--- src/rtl/multdiv_pkg.sv ---
// Shared types and constants for the mul/div sequencer: FSM states,
// default exception codes and the rstatus register index.
package multdiv_pkg;

  typedef enum logic [1:0] {
    IDLE,
    START,
    WAIT,
    WB
  } stateE;

  localparam logic [31:0] MUL_EXC_DEFAULT = 32'd4;
  localparam logic [31:0] DIV_EXC_DEFAULT = 32'd5;
  localparam logic [4:0]  RSTATUS_REG     = 5'd30;

endpackage

--- src/rtl/multdiv_watchdog.sv ---
// Cycle counter bounding how long the sequencer waits on the iterative unit.
// expired fires in the enabled cycle whose increment brings the count to MAX_CYCLES-1.
module multdiv_watchdog #(
  parameter int MAX_CYCLES = 40
) (
  input  logic clock,
  input  logic reset,
  input  logic clear,
  input  logic enable,
  output logic expired
);

  localparam int CW = $clog2(MAX_CYCLES) + 1;
  localparam logic [CW-1:0] LAST = CW'(MAX_CYCLES - 2);

  logic [CW-1:0] countQ;

  // NOTE: sequential state uses non-blocking assignments so every register
  // samples the pre-edge values, independent of statement order.
  always_ff @(posedge clock or negedge reset) begin
    if (!reset) begin
      countQ <= '0;
    end else if (clear) begin
      countQ <= '0;
    end else if (enable) begin
      countQ <= countQ + CW'(1);
    end
  end

  assign expired = enable && (countQ == LAST);

endmodule

--- src/rtl/multdiv_sequencer.sv ---
// Launches multi-cycle multiply/divide operations on an iterative unit,
// stalls the pipeline while it runs, and issues the register-file write-back.
module multdiv_sequencer
  import multdiv_pkg::*;
#(
  parameter int          MAX_CYCLES   = 40,
  parameter logic [31:0] MUL_EXC_CODE = MUL_EXC_DEFAULT,
  parameter logic [31:0] DIV_EXC_CODE = DIV_EXC_DEFAULT
) (
  input  logic        clock,
  input  logic        reset,
  input  logic        ex_valid,
  input  logic        is_mult,
  input  logic        is_div,
  input  logic [31:0] op_a,
  input  logic [31:0] op_b,
  input  logic [4:0]  rd,
  input  logic        abort,
  input  logic [31:0] unit_result,
  input  logic        unit_ready,
  input  logic        unit_exception,
  output logic        unit_mult,
  output logic        unit_div,
  output logic [31:0] unit_a,
  output logic [31:0] unit_b,
  output logic        stall,
  output logic        busy,
  output logic        wb_valid,
  output logic [4:0]  wb_reg,
  output logic [31:0] wb_data
);

  stateE       stateQ, stateD;
  logic [31:0] opAQ, opBQ, resultQ;
  logic [4:0]  rdQ;
  logic        isMulQ, excQ;
  logic        accept, capture, timeout;
  logic        wdClear, wdEnable, wdExpired;

  multdiv_watchdog #(.MAX_CYCLES(MAX_CYCLES)) watchdog (
    .clock  (clock),
    .reset  (reset),
    .clear  (wdClear),
    .enable (wdEnable),
    .expired(wdExpired)
  );

  // NOTE: every output of this block gets a default first, so no path can
  // leave a signal unassigned and infer a latch.
  always_comb begin
    stateD    = stateQ;
    accept    = 1'b0;
    capture   = 1'b0;
    timeout   = 1'b0;
    wdClear   = 1'b0;
    wdEnable  = 1'b0;
    stall     = 1'b0;
    unit_mult = 1'b0;
    unit_div  = 1'b0;
    wb_valid  = 1'b0;
    wb_reg    = '0;
    wb_data   = '0;
    case (stateQ)
      IDLE: begin
        if (ex_valid && (is_mult || is_div) && !abort) begin
          accept = 1'b1;
          stall  = 1'b1;
          stateD = START;
        end
      end
      START: begin
        unit_mult = isMulQ && !abort;
        unit_div  = !isMulQ && !abort;
        wdClear   = 1'b1;
        stall     = !abort;
        stateD    = WAIT;
      end
      WAIT: begin
        wdEnable = 1'b1;
        if (unit_ready) begin
          capture = 1'b1;
          stateD  = WB;
        end else if (wdExpired) begin
          timeout = 1'b1;
          stateD  = WB;
        end
        // Release the pipeline as soon as the outcome is known.
        stall = !(unit_ready || wdExpired) && !abort;
      end
      WB: begin
        stateD = IDLE;
        if (excQ) begin
          wb_valid = !abort;
          wb_reg   = RSTATUS_REG;
          wb_data  = isMulQ ? MUL_EXC_CODE : DIV_EXC_CODE;
        end else begin
          wb_valid = (rdQ != 5'd0) && !abort;
          wb_reg   = rdQ;
          wb_data  = resultQ;
        end
      end
      default: stateD = IDLE;
    endcase
    if (abort) stateD = IDLE;
  end

  // NOTE: the operand/result registers are plain flops, not a memory, so they
  // take the async reset and come up as zero on the unit_a/unit_b ports.
  always_ff @(posedge clock or negedge reset) begin
    if (!reset) begin
      stateQ  <= IDLE;
      opAQ    <= '0;
      opBQ    <= '0;
      rdQ     <= '0;
      isMulQ  <= 1'b0;
      resultQ <= '0;
      excQ    <= 1'b0;
    end else begin
      stateQ <= stateD;
      if (accept) begin
        opAQ   <= op_a;
        opBQ   <= op_b;
        rdQ    <= rd;
        isMulQ <= is_mult;
      end
      if (capture) begin
        resultQ <= unit_result;
        excQ    <= unit_exception;
      end else if (timeout) begin
        excQ <= 1'b1;
      end
    end
  end

  assign busy   = (stateQ != IDLE);
  assign unit_a = opAQ;
  assign unit_b = opBQ;

endmodule

--- config.mk ---
export PLATFORM = sky130hd
export DESIGN_NAME = multdiv_sequencer
export DESIGN_NICKNAME = d
export VERILOG_FILES = /design/src/rtl/multdiv_pkg.sv /design/src/rtl/multdiv_watchdog.sv /design/src/rtl/multdiv_sequencer.sv
export SDC_FILE = /design/constraint.sdc
export NUM_CORES = 1
export LEC_CHECK = 0
export CAP_MARGIN = 20
export CORE_MARGIN = 5
export CORE_UTILIZATION = 39
export CTS_BUF_LIST = sky130_fd_sc_hd__clkbuf_16
export DETAILED_ROUTE_END_ITERATION = 10
export PLACE_DENSITY = 0.81
export SLEW_MARGIN = 30
export SYNTH_ARGS = -nofsm -noshare
export SYNTH_HDL_FRONTEND = slang
export SYNTH_HIERARCHICAL = 1
export SYNTH_SLANG_ARGS = --single-unit
--- constraint.sdc ---
create_clock -name clock -period 1.8 [get_ports clock]
set_input_delay 0.18 -clock clock [delete_from_list [all_inputs] [get_ports clock]]
set_output_delay 0.18 -clock clock [all_outputs]
set_load 0.02 [all_outputs]
==> results.py <==
metrics = {
    "logic_synthesis": {
        "syn_area_um2": 5030,
        "synthFlopType": "dfrtp_1",
        "syn_inst": 325,
        "yosysTopAreaCell": "dfrtp_1",
        "yosysTopAreaCellShare": 0.557,
        "yosysSeqAreaShare": 0.557,
        "async_reset_ff_frac": 1.00,
        "yosys_warnings": 6,
        "yosysUniqueCellTypes": 36,
        "syn_area_per_cell_um2": 15.5,
        "synth_edf_count": 0,
        "synth_area_leaders": "dfrtp_1 (56%), mux2_4 (21%), mux2_2 (7.4%)",
        "yosysMostFrequentCell": "dfrtp_1",
        "synth_commonest_cells": "dfrtp_1 (112), mux2_4 (69), mux2_2 (33), and2_1 (31), nor2_1 (8)",
        "synth.net_count": 440,
        "synth_seq_cells": 112,
    },
    "pwr": {
        "power.density_nw_per_um2": 1520,
        "leakage_uw": 0.00373,
        "power.share.combinational": 0.498,
        "power_frac_seq": 0.352,
        "p_total_uw": 12700,
        "p_int_uw": 8540,
        "p_sw_uw": 4130,
        "p_sw_frac": 0.326,
        "clockPowerShare": 0.149,
        "ir_drop_v": 0.00119,
    },
    "clocking": {
        "clk_pin_slew_ps": 70,
        "cts.sinks": 112,
        "clock_latency_ps": 330,
        "clock-root-buffer": "clkbuf_16",
        "cts_tree": "yes",
        "clock_path_buffers": 2,
        "tritoncts.num_buffers": 9,
        "h-tree-depth": 3,
    },
    "route": {
        "drc": 0,
        "vias_per_cell": 4.67,
        "routed_wl_mm": 14.1,
        "drt_iter0_markers": 80,
        "num_vias": 3556,
        "wl_per_cell_um": 18.5,
        "dr.pass1.iters": 4,
        "ant_nets": 0,
    },
    "sta": {
        "period_minus_slack_ps": 2120,
        "fin_ws_ps": -325,
        "skew_ps": 6.40,
        "tightest_slew_ps": 518,
        "holdWs_ps": 368,
        "hold_viol": 0,
        "setup_violations": 104,
        "rsz0062_at_grt": "yes",
        "max-slew-margin-rel": 0.654,
        "slew_viol_final": 0,
        "max_freq_mhz": 471,
        "fin_crit_sh": 1.18,
    },
    "layout": {
        "drive_gt1_frac": 0.429,
        "n_antenna_cell": 0,
        "nets": 702,
        "post-route-util": 0.661,
        "area_growth_pct": 65.9,
    },
    "placement": {
        "dp_slack_ps": -436,
        "portBuffers": 214,
        "gp_congestion": 0.789,
        "dpl.hpwl_mm": 9.99,
    },
    "global_route": {
        "overflow": 0,
        "antenna_found_initial": 0,
        "track_usage": 0.180,
        "grt_max_degree": 47,
        "first_global_vias": 4042,
        "grt_pass1_wl_mm": 21.1,
    },
    "critical_path": {
        "worstPathArrival_ps": 1940,
        "reg2regPathDepth": 10,
        "path_max_fanout": 2,
        "cp-end-kind": "primary output",
        "crit_type": "flop to primary output",
        "cp-start-kind": "flop",
        "crit_required_ps": 1620,
    },
    "worst_hold_path": {
        "hold_path.class": "input pin to async pin",
    },
    "flow_run": {
        "drv_cap": 0,
    },
    "floorplan": {
        "fp.dieW_um": 124,
        "core.rowCount": 41,
        "core_area_um2": 12600,
        "ioPinCount": 215,
        "die-area_um2": 15300,
        "die_h_um": 124,
        "initial_core_util": 0.399,
    },
    "status": {
        "violations": "setup timing",
        "status": "finished, violations left",
    },
}
==> sequential cells by signal (all words and copies together) (netlist names) <==
| name | flops |
|---|---|
| rdQ | 5 |
| unit_b | 32 |
| resultQ | 32 |
| stateQ | 2 |
| isMulQ | 1 |
| unit_a | 32 |
| watchdog/countQ | 7 |
| excQ | 1 |
==> worst paths after layout <==
kind                                                startpoint                endpoint  slack, ps
worst max-delay path            watchdog/countQ[0]$_DFFE_PN0P_                   stall       -320
worst min-delay path                                     reset  unit_b[18]$_DFFE_PN0P_        370
worst max register to register           stateQ[1]$_DFFE_PN0P_   unit_b[5]$_DFFE_PN0P_       -250
worst min register to register          resultQ[3]$_DFFE_PN0P_  resultQ[3]$_DFFE_PN0P_        500
max in group asynchronous                                reset  unit_b[31]$_DFFE_PN0P_        800
min in group clock                                    op_a[31]  unit_a[31]$_DFFE_PN0P_        450
==> layer usage <==
| metal | vias up | part of all wire | global-route usage |
|---|---|---|---|
| met5 | - | 0 | 0 |
| met4 | 0 | 0.019 | 0.0616 |
| met3 | 16 | 0.075 | 0.0472 |
| met2 | 146 | 0.53 | 0.320 |
| met1 | 1750 | 0.38 | 0.210 |
| li1 | 1644 | - | - |
==> power groups by stage <==
stage / Combinational [uW] / Clock (uW) / Sequential (uW)
3_5_place_dp: 5880 / 0 / 4440
5_1_grt: 6650 / 2050 / 4630
4_1_cts: 6270 / 1960 / 4460
3_3_place_gp: 5740 / 0 / 4420
6_report: 6310 / 1890 / 4460
2_1_floorplan: 2400 / 0 / 5230
==> kinds of logic (layout without fill, tap and decap cells) <==
kind of cell,count (synthesis),count (layout),synth area share
buffers and inverters,22,287,0.0420
AND/OR/NAND/NOR,60,60,0.0721
adder cells (fa/ha/maj),6,6,0.0149
XOR/XNOR,4,4,0.00696
AO/OA/AOI/OAI,19,19,0.0271
flip-flops,112,112,0.557
multiplexers,102,102,0.280
==> area by class of cell <==
type / count / area [um^2]
Clock buffer: 9 / 225
Clock inverter: 5 / 51.3
Inverter: 5 / 23.8
Timing Repair Buffer: 268 / 2840
Fill cell: 939 / 4280
Sequential cell: 112 / 2800
Tap cell: 172 / 215
Multi-Input combinational cell: 191 / 2180
==> worst max-delay path, cell delays in order (launching register included) <==
cell and delay, ps:
dfrtp_1 380, inv_1 70, ha_2 170, nand4b_1 110, nor4b_2 320, or4b_4 200, nand2_2 50, o21ba_4 190
buf_6 120
==> per-stage QoR <==
step,instance area (um^2),cells,TNS [ps]
global placement,7550,728,-17690
floorplan,5060,325,0
global route,8340,762,-26060
detailed placement,7550,728,-21470
finish,8340,762,-19090
CTS,8110,762,-20380
==> layout by cell type (no fill, tap or decap), drive strengths merged, types with 2 or more instances in the layout <==
| cell type | count |
|---|---|
| buf | 96 |
| clkinv | 2 |
| nand3 | 3 |
| dfrtp | 112 |
| clkdlybuf4s50 | 171 |
| and2 | 31 |
| mux2 | 102 |
| nand2 | 4 |
| clkbuf | 9 |
| ha | 6 |
| xor2 | 3 |
| a211oi | 2 |
| o21ai | 3 |
| or3 | 2 |
| nand4 | 2 |
| a21oi | 2 |
| nor2 | 8 |
| o21a | 7 |
| inv | 6 |
| nand2b | 2 |
| nor3b | 2 |
==> timing repair <==
item	CTS	global route
endpoints found under the setup margin	111	113
gates cloned	8	0
resized for setup	213	93
hold buffers	1	0
pin swaps	9	7
hold endpoints to repair	36	0
setup buffers	12	3
(Power assumes the default switching activity.)
